[src/rtl/disp_pkg.sv]
// Shared display constants and the converter FSM state type, also used by the
// seven-segment driver.
package disp_pkg;

    localparam logic [3:0]  DIGIT_DASH  = 4'd10;
    localparam logic [3:0]  DIGIT_BLANK = 4'd15;
    localparam int unsigned BCD_MAX     = 9999;

    typedef enum logic [1:0] {
        IDLE,
        SHIFT,
        LATCH
    } state_e;

endpackage

[src/rtl/disp_bin2bcd_if.sv]
// Request/result bundle between the amount source and the binary-to-BCD formatter.
interface disp_bin2bcd_if #(
    parameter int WIDTH = 14
);
    logic             valid_in;
    logic [WIDTH-1:0] bin_in;
    logic             dash_in;
    logic             busy;
    logic             done;
    logic             ovf;
    logic [3:0]       val3;
    logic [3:0]       val2;
    logic [3:0]       val1;
    logic [3:0]       val0;

    modport master (
        output valid_in, bin_in, dash_in,
        input  busy, done, ovf, val3, val2, val1, val0
    );

    modport slave (
        input  valid_in, bin_in, dash_in,
        output busy, done, ovf, val3, val2, val1, val0
    );
endinterface

[src/rtl/bcd_digit_adj.sv]
// Double-dabble correction cell: adds 3 to a BCD nibble that is 5 or more.
module bcd_digit_adj (
    input  logic [3:0] d_i,
    output logic [3:0] d_o
);
    assign d_o = (d_i >= 4'd5) ? d_i + 4'd3 : d_i;
endmodule

[src/rtl/disp_bin2bcd.sv]
// Serial double-dabble formatter with saturation, dash pattern and held digit outputs.
// Optional leading-zero blanking is enabled by defining DISP_LZ_BLANK_EN.
module disp_bin2bcd
    import disp_pkg::*;
#(
    parameter int WIDTH = 14
) (
    input logic           clk,
    input logic           rst_n,
    disp_bin2bcd_if.slave bus
);
    localparam int               CNT_W     = $clog2(WIDTH + 1);
    localparam logic [CNT_W-1:0] LAST_BIT  = CNT_W'(WIDTH - 1);
    localparam logic [15:0]      DASH_WORD = {4{DIGIT_DASH}};
`ifdef DISP_LZ_BLANK_EN
    localparam logic [15:0] RESET_WORD = {DIGIT_BLANK, DIGIT_BLANK, DIGIT_BLANK, 4'd0};
`else
    localparam logic [15:0] RESET_WORD = 16'd0;
`endif

    state_e           state_q, state_d;
    logic [WIDTH-1:0] sr_q, sr_d;
    logic [15:0]      acc_q, acc_d;
    logic [CNT_W-1:0] cnt_q, cnt_d;
    logic             pend_ovf_q, pend_ovf_d;
    logic [15:0]      disp_q, disp_d;
    logic             ovf_q, ovf_d;
    logic             done_q;

    logic [15:0] acc_adj;
    logic [15:0] blanked;
    logic        unused_adj_msb;
    logic        in_ovf;
    logic        busy, start_num, start_dash, shifting, latching;

    for (genvar i = 0; i < 4; i++) begin : g_adj
        bcd_digit_adj u_adj (
            .d_i (acc_q[4*i +: 4]),
            .d_o (acc_adj[4*i +: 4])
        );
    end
    // With saturated inputs the thousands nibble never reaches 8, so its MSB is lost on shift.
    assign unused_adj_msb = acc_adj[15];

    assign in_ovf = 32'(bus.bin_in) > BCD_MAX;

    always_ff @(posedge clk) begin
        // NOTE: non-blocking assignments so every register samples pre-edge values.
        if (!rst_n) begin
            state_q    <= IDLE;
            sr_q       <= '0;
            acc_q      <= '0;
            cnt_q      <= '0;
            pend_ovf_q <= 1'b0;
            disp_q     <= RESET_WORD;
            ovf_q      <= 1'b0;
            done_q     <= 1'b0;
        end else begin
            state_q    <= state_d;
            sr_q       <= sr_d;
            acc_q      <= acc_d;
            cnt_q      <= cnt_d;
            pend_ovf_q <= pend_ovf_d;
            disp_q     <= disp_d;
            ovf_q      <= ovf_d;
            done_q     <= latching;
        end
    end

    always_comb begin
        // NOTE: default assignment first so no path leaves state_d unassigned (no latch).
        state_d = state_q;
        case (state_q)
            IDLE:    if (bus.valid_in) state_d = bus.dash_in ? LATCH : SHIFT;
            SHIFT:   if (cnt_q == LAST_BIT) state_d = LATCH;
            LATCH:   state_d = IDLE;
            default: state_d = IDLE;
        endcase
    end

    always_comb begin
        busy       = 1'b1;
        start_num  = 1'b0;
        start_dash = 1'b0;
        shifting   = 1'b0;
        latching   = 1'b0;
        case (state_q)
            IDLE: begin
                busy       = 1'b0;
                start_num  = bus.valid_in & ~bus.dash_in;
                start_dash = bus.valid_in & bus.dash_in;
            end
            SHIFT:   shifting = 1'b1;
            LATCH:   latching = 1'b1;
            default: busy = 1'b0;
        endcase
    end

`ifdef DISP_LZ_BLANK_EN
    // Blank from the thousands digit down until the first non-zero digit; units always shown.
    always_comb begin
        blanked = acc_q;
        if (acc_q[15:12] == 4'd0) begin
            blanked[15:12] = DIGIT_BLANK;
            if (acc_q[11:8] == 4'd0) begin
                blanked[11:8] = DIGIT_BLANK;
                if (acc_q[7:4] == 4'd0) blanked[7:4] = DIGIT_BLANK;
            end
        end
    end
`else
    assign blanked = acc_q;
`endif

    always_comb begin
        sr_d       = sr_q;
        acc_d      = acc_q;
        cnt_d      = cnt_q;
        pend_ovf_d = pend_ovf_q;
        disp_d     = disp_q;
        ovf_d      = ovf_q;
        if (start_num) begin
            sr_d       = in_ovf ? WIDTH'(BCD_MAX) : bus.bin_in;
            acc_d      = '0;
            cnt_d      = '0;
            pend_ovf_d = in_ovf;
        end else if (start_dash) begin
            acc_d      = DASH_WORD;
            pend_ovf_d = 1'b0;
        end else if (shifting) begin
            sr_d  = sr_q << 1;
            acc_d = {acc_adj[14:0], sr_q[WIDTH-1]};
            cnt_d = cnt_q + CNT_W'(1);
        end else if (latching) begin
            disp_d = blanked;
            ovf_d  = pend_ovf_q;
        end
    end

    assign bus.busy = busy;
    assign bus.done = done_q;
    assign bus.ovf  = ovf_q;
    assign bus.val3 = disp_q[15:12];
    assign bus.val2 = disp_q[11:8];
    assign bus.val1 = disp_q[7:4];
    assign bus.val0 = disp_q[3:0];

endmodule

[src/flat_wrapper.sv]
// flat-port wrapper written by rule: the top's interface ports become plain ports
module disp_bin2bcd_flat import disp_pkg::*;
#(
    parameter int WIDTH = 14
)
  (clk, rst_n, bus_valid_in, bus_bin_in, bus_dash_in, bus_busy, bus_done, bus_ovf, bus_val3, bus_val2, bus_val1, bus_val0);
  disp_bin2bcd_if #(.WIDTH(WIDTH)) bus_i ();
  input logic clk;
  input logic rst_n;
  input wire logic [$bits(bus_i.valid_in)-1:0] bus_valid_in;
  input wire logic [$bits(bus_i.bin_in)-1:0] bus_bin_in;
  input wire logic [$bits(bus_i.dash_in)-1:0] bus_dash_in;
  output wire logic [$bits(bus_i.busy)-1:0] bus_busy;
  output wire logic [$bits(bus_i.done)-1:0] bus_done;
  output wire logic [$bits(bus_i.ovf)-1:0] bus_ovf;
  output wire logic [$bits(bus_i.val3)-1:0] bus_val3;
  output wire logic [$bits(bus_i.val2)-1:0] bus_val2;
  output wire logic [$bits(bus_i.val1)-1:0] bus_val1;
  output wire logic [$bits(bus_i.val0)-1:0] bus_val0;
  assign bus_i.valid_in = bus_valid_in;
  assign bus_i.bin_in = bus_bin_in;
  assign bus_i.dash_in = bus_dash_in;
  assign bus_busy = bus_i.busy;
  assign bus_done = bus_i.done;
  assign bus_ovf = bus_i.ovf;
  assign bus_val3 = bus_i.val3;
  assign bus_val2 = bus_i.val2;
  assign bus_val1 = bus_i.val1;
  assign bus_val0 = bus_i.val0;
  disp_bin2bcd #(.WIDTH(WIDTH)) u_core (.clk(clk), .rst_n(rst_n), .bus(bus_i));
endmodule
[config.mk]
export PLATFORM = sky130hd
export DESIGN_NAME = disp_bin2bcd_flat
export DESIGN_NICKNAME = d
export VERILOG_FILES = /design/src/rtl/disp_pkg.sv /design/src/rtl/disp_bin2bcd_if.sv /design/src/rtl/bcd_digit_adj.sv /design/src/rtl/disp_bin2bcd.sv /design/src/flat_wrapper.sv
export SDC_FILE = /design/constraint.sdc
export NUM_CORES = 1
export LEC_CHECK = 0
export ABC_AREA = 1
export CAP_MARGIN = 20
export CORE_MARGIN = 5
export CORE_UTILIZATION = 59
export DETAILED_ROUTE_END_ITERATION = 8
export PLACE_DENSITY = 0.86
export RECOVER_POWER = 25
export SYNTH_ARGS = -nofsm -noshare
export SYNTH_HDL_FRONTEND = slang
export SYNTH_SLANG_ARGS = --single-unit
export TNS_END_PERCENT = 50
[constraint.sdc]
create_clock -name clk -period 2.4 [get_ports clk]
set_input_delay 0.24 -clock clk [delete_from_list [all_inputs] [get_ports clk]]
set_output_delay 0.24 -clock clk [all_outputs]
set_load 0.1 [all_outputs]
Word level (Yosys, flattened, before mapping)

Index checks and enable logic that the tools add are counted.

$add $sub $neg: 5
Multipliers: 0
Divide/modulo/power cells: 0
$lt $le $gt $ge: 5
Eq/ne operators: 6
Shift operators: 0
Muxes and demuxes: 21
Bitwise logic cells: 7
Reduce and logical (&&, ||, !) cells: 11

Operators with widths:

| kind                                                              | count |
|---|---|
| 2-to-1 mux 14 bit                                                 | 4 |
| 2-to-1 mux 16 bit                                                 | 2 |
| greater-or-equal comparator 4 x 3 -> 1 bit, second input constant | 4 |
| > comparator 14 bit, second input constant                        | 1 |
| adder 4 x 2 -> 4 bit, second input constant                       | 3 |
| 2-to-1 mux 4 bit                                                  | 3 |
| 2-to-1 mux 1 bit                                                  | 7 |
| 2-to-1 mux 2 bit                                                  | 3 |
| AND reduction 2 bit                                               | 3 |
| nonzero test 2 bit                                                | 3 |
| NOT 1 bit                                                         | 5 |
| adder 4 x 1 -> 4 bit, second input constant                       | 1 |
| equality test 4 bit, second input constant                        | 1 |
| inequality test 2 x 1 -> 1 bit, second input constant             | 2 |
| case mux 2 bit (2 select lines)                                   | 1 |
| AND reduction 4 bit                                               | 1 |
| OR reduction 2 bit                                                | 2 |
| adder 3 x 2 -> 3 bit, second input constant                       | 1 |
| 2-to-1 mux 3 bit                                                  | 1 |
| OR reduction 3 bit                                                | 1 |
| AND 1 bit                                                         | 2 |
| equality test 2 x 1 -> 1 bit, second input constant               | 1 |
| equality test 2 bit, second input constant                        | 1 |
| logical NOT 2 bit                                                 | 1 |
| inequality test 2 bit, second input constant                      | 1 |

Register bits: 55
Bits in latches: 0
Memory bits (writable): 0
Memory bits (read-only): 0
Input bits: 18
Output and inout bits: 19
Memories kept: 0

Depth between registers and ports, before layout

Gate-level depths: netlist (run 1).

Depth in word-level cells: 5
Mapped depth: 10
Mapped depth without buffers: 10

Modules after synthesis

Synthesis (run 1) repeated with hierarchy kept, for this count alone.

Cell total of the unflattened synthesis: 411
Area, all modules: 2906.5 µm²

By module, submodules not included:

| module        | times used | cells an instance | area an instance (µm²) | sequential area each (µm²) |
|---|---|---|---|---|
| disp_bin2bcd  | 1          | 319               | 2366.0                 | 1101.1 |
| bcd_digit_adj | 4          | 23                | 135.1                  | 0.0 |

Worst setup path before layout (run 1)

No wires, ideal clock.

Path kind: register to output
From: reg u_core.state_q[0]
To: out bus_busy
Arrival time: 1223 ps
Data required time: 2160 ps
Slack: 937 ps
Stages on the path, launching flop included: 3
Buffers on the path: 0
Path through: dfxtp_1 inv_1 ha_1

Word-level cells in the longest chain between the ends: 3

Ends and longest elaborated chain:

| item                                                                | line               | RTL |
|---|---|---|
| start: declaration                                                  | disp_bin2bcd.sv:21 | `state_e state_q, state_d;` |
| start signal: assignment                                            | disp_bin2bcd.sv:59 | `state_q <= state_d;` |
| equality test 2 x 1 -> 1 bit or equality test 2 bit (tied branches) | disp_bin2bcd.sv:87 | `case (state_q)` |
| OR reduction 2 bit (no line) *                                      | --                 |  |
| 2-to-1 mux 1 bit *                                                  | disp_bin2bcd.sv:87 |  |
| end: declaration                                                    | flat_wrapper.sv:13 | `output wire logic [$bits(bus_i.busy)-1:0] bus_busy;` |

Every way passes the cells marked *; elsewhere a longest branch is shown, timed or not.

Worst setup path after layout (run 1)

From: reg u_core.state_q[0]
To: reg u_core.disp_q[4]

RTL lines:

| item                          | line               | RTL |
|---|---|---|
| equality test 2 bit           | disp_bin2bcd.sv:87 |  |
| 2-to-1 mux 1 bit              | disp_bin2bcd.sv:87 |  |
| net u_core.latching           | disp_bin2bcd.sv:34 | `logic busy, start_num, start_dash, shifting, latching;` |
| AND reduction 4 bit (no line) | --                 |  |
| end signal: assignment        | disp_bin2bcd.sv:64 | `disp_q <= disp_d;` |
| end: declaration              | disp_bin2bcd.sv:26 | `logic [15:0] disp_q, disp_d;` |

The timed path passes the listed nets, and every way through them passes these cells.
A chain may end at the register's enable or synchronous reset.

==> run_results.csv, run 1 <==
group,metric,value,unit
outcome,status,"finished clean",
logic_synthesis,yosysSeqAreaShare,40.76,%
sta,final_hold_viol_count,0,
sta,post-route-min-period,1917,ps
cts,clock_sinks,55,
critical_path,crit_buf_inv,2,
grt,grt_max_degree,36,
cts,root_buffer,"clkbuf_8",
placed_design,gp_congestion,0.8591,
grt,overflow,0,
floorplan,coreArea,0.004384,mm^2
logic_synthesis,synth_xor_area_share,0,%
floorplan,ios,37,
min_path,hp-class,"reg2reg",
floorplan,die_width,77.67,um
logic_synthesis,synthAdderAreaFrac,6.021,%
logic_synthesis,synthSimpleGateAreaFrac,24.13,%
grt,grt_pass1_vias,2380,
logic_synthesis,ys_seq_elements,55,
power_and_ir_drop,power_switching,0.9318,mW
critical_path,critPathMaxFanout,35,
cts,cts_resized,0,
detailed_routing,wire_per_inst,13.04,um
floorplan,rows,24,
power_and_ir_drop,p_clk_share,26.0,%
logic_synthesis,avgSynthCellArea,6.962,um^2
cts,clock_latency,310,ps
finish,multi_input_area,0.001330,mm^2
sta,max_freq,521.5,MHz
logic_synthesis,synth_edf_count,0,
power_and_ir_drop,power.density,787.3,mW/mm^2
power_and_ir_drop,ir_drop,0.0004320,V
logic_synthesis,synthCells,388,
finish,ff_latch_area,0.001101,mm^2
logic_synthesis,synthArstFlopShare,0,%
flow_run,maxCapViolations,0,
cts,ctsHoldBuffers,0,
power_and_ir_drop,p_leak,1.363,nW
cts,path_clk_slew,100,ps
cts,post_cts_buffers,0,
sta,setup_violations,0,
finish,finalNetCount,452,
cts,cts_tree,"yes",
floorplan,start_util,61.62,%
critical_path,crit_arrival,2150,ps
power_and_ir_drop,p_seq_share,43.1,%
detailed_routing,vias,2552,
critical_path,worstPathRequired,2630,ps
sta,relSlewSlack,19.59,%
logic_synthesis,synth_top_family_by_area,"simple AND/OR/NAND/NOR gates",
power_and_ir_drop,intPower,1.501,mW
critical_path,cp_cell_sequence,"inv_1 -> ha_1 -> clkbuf_1 -> o21ai_0 -> a21oi_1",
finish,fin_util,70.49,%
detailed_routing,drt_iter0_markers,221,
sta,period_share,79.89,%
critical_path,crit_slowest_cell,"clkbuf_1",
critical_path,critical_path_class,"reg2reg",
finish,drive_above_1_share,5.213,%
sta,finalMaxSlewViolations,0,
detailed_routing,vias_per_cell,5.384,
placed_design,port_buffers,36,
logic_synthesis,synth-compound-area-share,19.08,%
critical_path,cpLargestDelayFamily,"buffers and inverters",
power_and_ir_drop,switching_share,38.29,%
detailed_routing,antenna_left,0,
sta,tns,0,ps
grt,grt_pass1_wl,10320,um
detailed_routing,drt_wl_total,6180,um
detailed_routing,drt-pass1-iter-count,4,
floorplan,dieArea,0.006032,mm^2
logic_synthesis,syn-cell-area,0.002701,mm^2
sta,max_slew.worst_pin.slew,1206,ps
grt,grt.total_usage,20.36,%
sta,fin_skew,7.217,ps
finish,diodes,0,
logic_synthesis,synth_mux_area_share,0,%
finish,fillers,385,
critical_path,setup.worst_path.start_class,"flip-flop",
power_and_ir_drop,p_comb_share,30.9,%
finish,area_delta_synth_final,14.40,%
logic_synthesis,yosys_warnings,0,
placed_design,dp_hpwl,4311,um
logic_synthesis,synth.distinct_cells,27,
sta,rsz0062_at_grt,"no",
grt,antenna_found_initial,0,
cts,numCtsBuffers,5,
critical_path,critical_path.max_stage_delay,880,ps
cts,cts_buffer_depth,2,
cts,htree_levels,2,
logic_synthesis,syn_nets,419,
logic_synthesis,yosys_most_used_dff,"dfxtp_1",
detailed_routing,drc,0,
critical_path,endpoint_kind,"flip-flop",
floorplan,die_h,77.67,um
through the flow:
stage	power (mW)	instances	worst slack [ps]	instance area (um^2)	hold WS, ps
detailed placement	1.849	466	612.8	3040	464.8
global placement	1.836	466	635.3	3040	453.0
floorplan	1.677	388	937.2	2701	381.5
CTS	2.476	474	713.4	3158	479.8
global route	2.557	474	255.4	3090	498.7
finish	2.433	474	482.6	3090	473.6
cells by family (layout without fill, tap and decap cells):
logic type               count (synthesis)  count (layout)
adder cells (fa/ha/maj)                 13              13
AND/OR/NAND/NOR                        151             151
flip-flops                              55              55
AO/OA/AOI/OAI                          101             101
buffers and inverters                   68             102
Yosys cell counts, types with 2 or more instances:
master | count | area share (%)
nand2_1 | 80 | 11
dfxtp_1 | 55 | 41
inv_1 | 52 | 7.2
a21oi_1 | 51 | 9.4
o21ai_0 | 35 | 6.5
nor2_1 | 34 | 4.7
nand3_1 | 23 | 4.3
ha_1 | 13 | 6.0
o21ai_1 | 9 | 1.7
clkbuf_1 | 6 | 0.83
buf_2 | 4 | 0.74
nand4_1 | 4 | 0.93
o22ai_1 | 4 | 0.93
buf_1 | 2 | 0.28
clkinv_2 | 2 | 0.37
nand2_4 | 2 | 0.83
or2_0 | 2 | 0.46
state kept, by name, indices dropped and copies added, names as in the netlist:
register	cells
u_core.acc_q	16
u_core.bus.done	1
u_core.bus.ovf	1
u_core.cnt_q	4
u_core.disp_q	16
u_core.pend_ovf_q	1
u_core.sr_q	14
u_core.state_q	2
final cells by class:
class	instances	share of cell area, %
Timing Repair Buffer	39	8.664
Clock inverter	2	1.134
Multi-Input combinational cell	265	43.04
Inverter	55	6.761
Clock buffer	6	2.672
Tap cell	52	2.105
Sequential cell	55	35.63
tightest hold or removal path, cell delays in order (launching register included):
cell and delay, ps:
dfxtp_1 320, nand2_1 50, a21oi_1 60
power groups by stage:
stage                     Sequential [mW]  Combinational, mW  Clock, mW
after CTS                            1.05              0.785      0.642
final                                1.05              0.752      0.633
after detailed placement             1.07              0.780          0
after floorplan                      1.36              0.319          0
after global placement               1.07              0.770          0
after global routing                 1.06              0.808      0.687
routing by layer:
metal / global-route usage [%] / up-vias / routed length [um]
li1: - / 1319 / -
met1: 24.64 / 1134 / 2736
met2: 35.23 / 84 / 2984
met3: 4.282 / 15 / 352
met4: 7.560 / 0 / 107
met5: 0 / - / 0
cells in the final DEF (no fill, tap or decap), types with 4 or more instances in the layout:
| cell | n |
|---|---|
| ha_1 | 13 |
| clkbuf_8 | 6 |
| clkbuf_1 | 18 |
| o21ai_0 | 35 |
| a21oi_1 | 51 |
| inv_1 | 52 |
| nor2_1 | 34 |
| nand3_1 | 23 |
| nand4_1 | 4 |
| o22ai_1 | 4 |
| dfxtp_1 | 55 |
| buf_4 | 4 |
| nand2_1 | 80 |
| clkdlybuf4s50_1 | 17 |
| o21ai_1 | 9 |
path summary, 6_finish.rpt:
kind / startpoint / to / slack [ps] / depth (start not counted)
worst max register to register: u_core.state_q[0] / u_core.disp_q[4] / 480 / 5
worst min-delay path: u_core.sr_q[13] / u_core.acc_q[0] / 470 / 2
worst min register to register: u_core.sr_q[13] / u_core.acc_q[0] / 470 / 2
worst max-delay path: u_core.state_q[0] / u_core.disp_q[4] / 480 / 5
Power figures use the tool's default switching activity.
==> run 2: changes to the inputs <==
- CORE_UTILIZATION: 59 -> 49
- PLACE_DENSITY: 0.86 -> 0.76
- clock period: 2.4 -> 1.76 ns (I/O delays scaled with it)
==> run_results.csv, run 2 (same netlist as run 1, synthesis figures left out) <==
group,metric,value,unit
sta,finalMaxSlewViolations,0,
min_path,hp-class,"in2reg",
detailed_routing,drt_iter0_markers,139,
placed_design,gp_congestion,0.9207,
grt,grt.total_usage,16.71,%
critical_path,crit_arrival,1790,ps
power_and_ir_drop,finalPower,3.380,mW
critical_path,rrSetupSlack,220,ps
power_and_ir_drop,p_seq_share,42.4,%
cts,post_cts_buffers,0,
detailed_routing,drt-pass1-iter-count,4,
detailed_routing,top_layer_used,"met4",
finish,diodes,0,
grt,overflow,0,
detailed_routing,antenna_left,0,
detailed_routing,drt_wl_total,5811,um
power_and_ir_drop,p_leak,1.456,nW
critical_path,critical_path_class,"reg2reg",
sta,final_hold_viol_count,0,
sta,period_share,87.63,%
finish,area_delta_synth_final,18.81,%
floorplan,die_h,84.25,um
critical_path,critical_path.max_stage_delay,340,ps
sta,max_slew.worst_pin.slew,549.5,ps
cts,ctsHoldBuffers,0,
detailed_routing,vias,2573,
grt,antenna_found_initial,0,
floorplan,die_width,84.25,um
sta,post-route-min-period,1542,ps
sta,relSlewSlack,63.37,%
placed_design,dpl.cell_count,491,
finish,final_cell_mix,"nand2_1 (79), dfxtp_1 (55), inv_1 (52), a21oi_1 (51), o21ai_0 (35)",
cts,path_clk_slew,100,ps
sta,setup_violations,0,
power_and_ir_drop,switching_share,37.83,%
cts,root_buffer,"clkbuf_8",
flow_run,maxCapViolations,0,
placed_design,dp_hpwl,4383,um
floorplan,dieArea,0.007098,mm^2
power_and_ir_drop,ir_drop,0.0004728,V
power_and_ir_drop,p_comb_share,31.5,%
finish,instances_no_fill,499,
floorplan,rows,27,
sta,tns,0,ps
sta,fin_skew,4.908,ps
floorplan,coreArea,0.005439,mm^2
placed_design,port_buffers,36,
power_and_ir_drop,p_clk_share,26.1,%
finish,finalNetCount,457,
critical_path,crit_slowest_cell,"dfxtp_1",
cts,numCtsBuffers,5,
grt,grt_max_degree,36,
finish,drive_above_1_share,11.01,%
cts,cts_buffer_depth,2,
grt,grt_pass1_wl,10040,um
critical_path,worstPathRequired,2010,ps
cts,clock_sinks,55,
cts,cts_tree,"yes",
critical_path,cp_cell_sequence,"inv_1 -> ha_2 -> nand3_4 -> clkinv_2 -> nand2_1 -> a21oi_2 -> nor2_1 -> nor2_1",
detailed_routing,route.met3.wl,293,um
detailed_routing,drc,0,
sta,rsz0062_at_grt,"no",
cts,clock_latency,310,ps
floorplan,ios,37,
power_and_ir_drop,intPower,2.101,mW
cts,htree_levels,2,
sta,max_freq,648.4,MHz
critical_path,critPathMaxFanout,11,
power_and_ir_drop,power.density,1053,mW/mm^2
outcome,status,"finished clean",
detailed_routing,wire_per_inst,11.65,um
finish,layout_commonest_cell,"nand2_1",
power_and_ir_drop,power_switching,1.279,mW
detailed_routing,wl_met2,2855,um
cts,cts_resized,0,
critical_path,setup.worst_path.start_class,"flip-flop",
detailed_routing,wl_met1,2563,um
finish,fin_util,59.01,%
critical_path,cp_common_cell,"nor2_1",
finish,reg.largest.list,"u_core.acc_q x16, u_core.disp_q x16, u_core.sr_q x14",
grt,grt_pass1_vias,2312,
detailed_routing,vias_per_cell,5.156,
floorplan,start_util,49.67,%
critical_path,endpoint_kind,"flip-flop",
## run 2: path summary, 6_finish.rpt
kind / from / to / cells past startpoint
hold reg to reg: u_core.pend_ovf_q / u_core.bus.ovf / 2
setup / recovery: u_core.state_q[0] / u_core.sr_q[10] / 8
hold / removal: bus_bin_in[12] / u_core.sr_q[12] / 3
setup reg to reg: u_core.state_q[0] / u_core.sr_q[10] / 8
## run 2: stage by stage
| step | cell area (um^2) | hold slack (ps) | setup WS, ps |
|---|---|---|---|
| 2_1_floorplan | 2701 | 317.5 | 355.3 |
| 3_3_place_gp | 3128 | 470.4 | 109.8 |
| 3_5_place_dp | 3128 | 474.4 | 69.29 |
| 4_1_cts | 3249 | 455.9 | 136.8 |
| 5_1_grt | 3209 | 470.0 | 41.86 |
| 6_report | 3209 | 462.2 | 217.7 |
## run 2: layout make-up
cell class / instances / area [um^2]
clock buffer: 6 / 82.58
clock inverter: 2 / 38.79
fill: 525 / 2230
inverter: 55 / 209.0
multi-input combinational: 265 / 1335
sequential: 55 / 1101
tap: 72 / 90.09
timing repair buffer: 44 / 352.8
## run 2: routing by layer
layer | vias to the layer above | GRT usage, %
li1 | 1333 | -
met1 | 1155 | 20.71
met2 | 75 | 28.98
met3 | 10 | 3.337
met4 | 0 | 5.409
met5 | - | 0
## run 2: power by group through the flow
| stage | clock network (mW) | registers [mW] | logic (mW) |
|---|---|---|---|
| finish | 0.882 | 1.43 | 1.07 |
| global route | 0.956 | 1.45 | 1.16 |
| CTS | 0.902 | 1.43 | 1.10 |
| detailed placement | 0 | 1.46 | 1.10 |
| global placement | 0 | 1.46 | 1.09 |
| floorplan | 0 | 1.85 | 0.436 |
## run 2: worst max-delay path: cells and delay by family, from the launching register on
family / cells / cell delay [ps]
AO/OA/AOI/OAI: 1 / 230
adder cells (fa/ha/maj): 1 / 280
buffers and inverters: 2 / 220
flip-flops: 1 / 340
AND/OR/NAND/NOR: 4 / 420
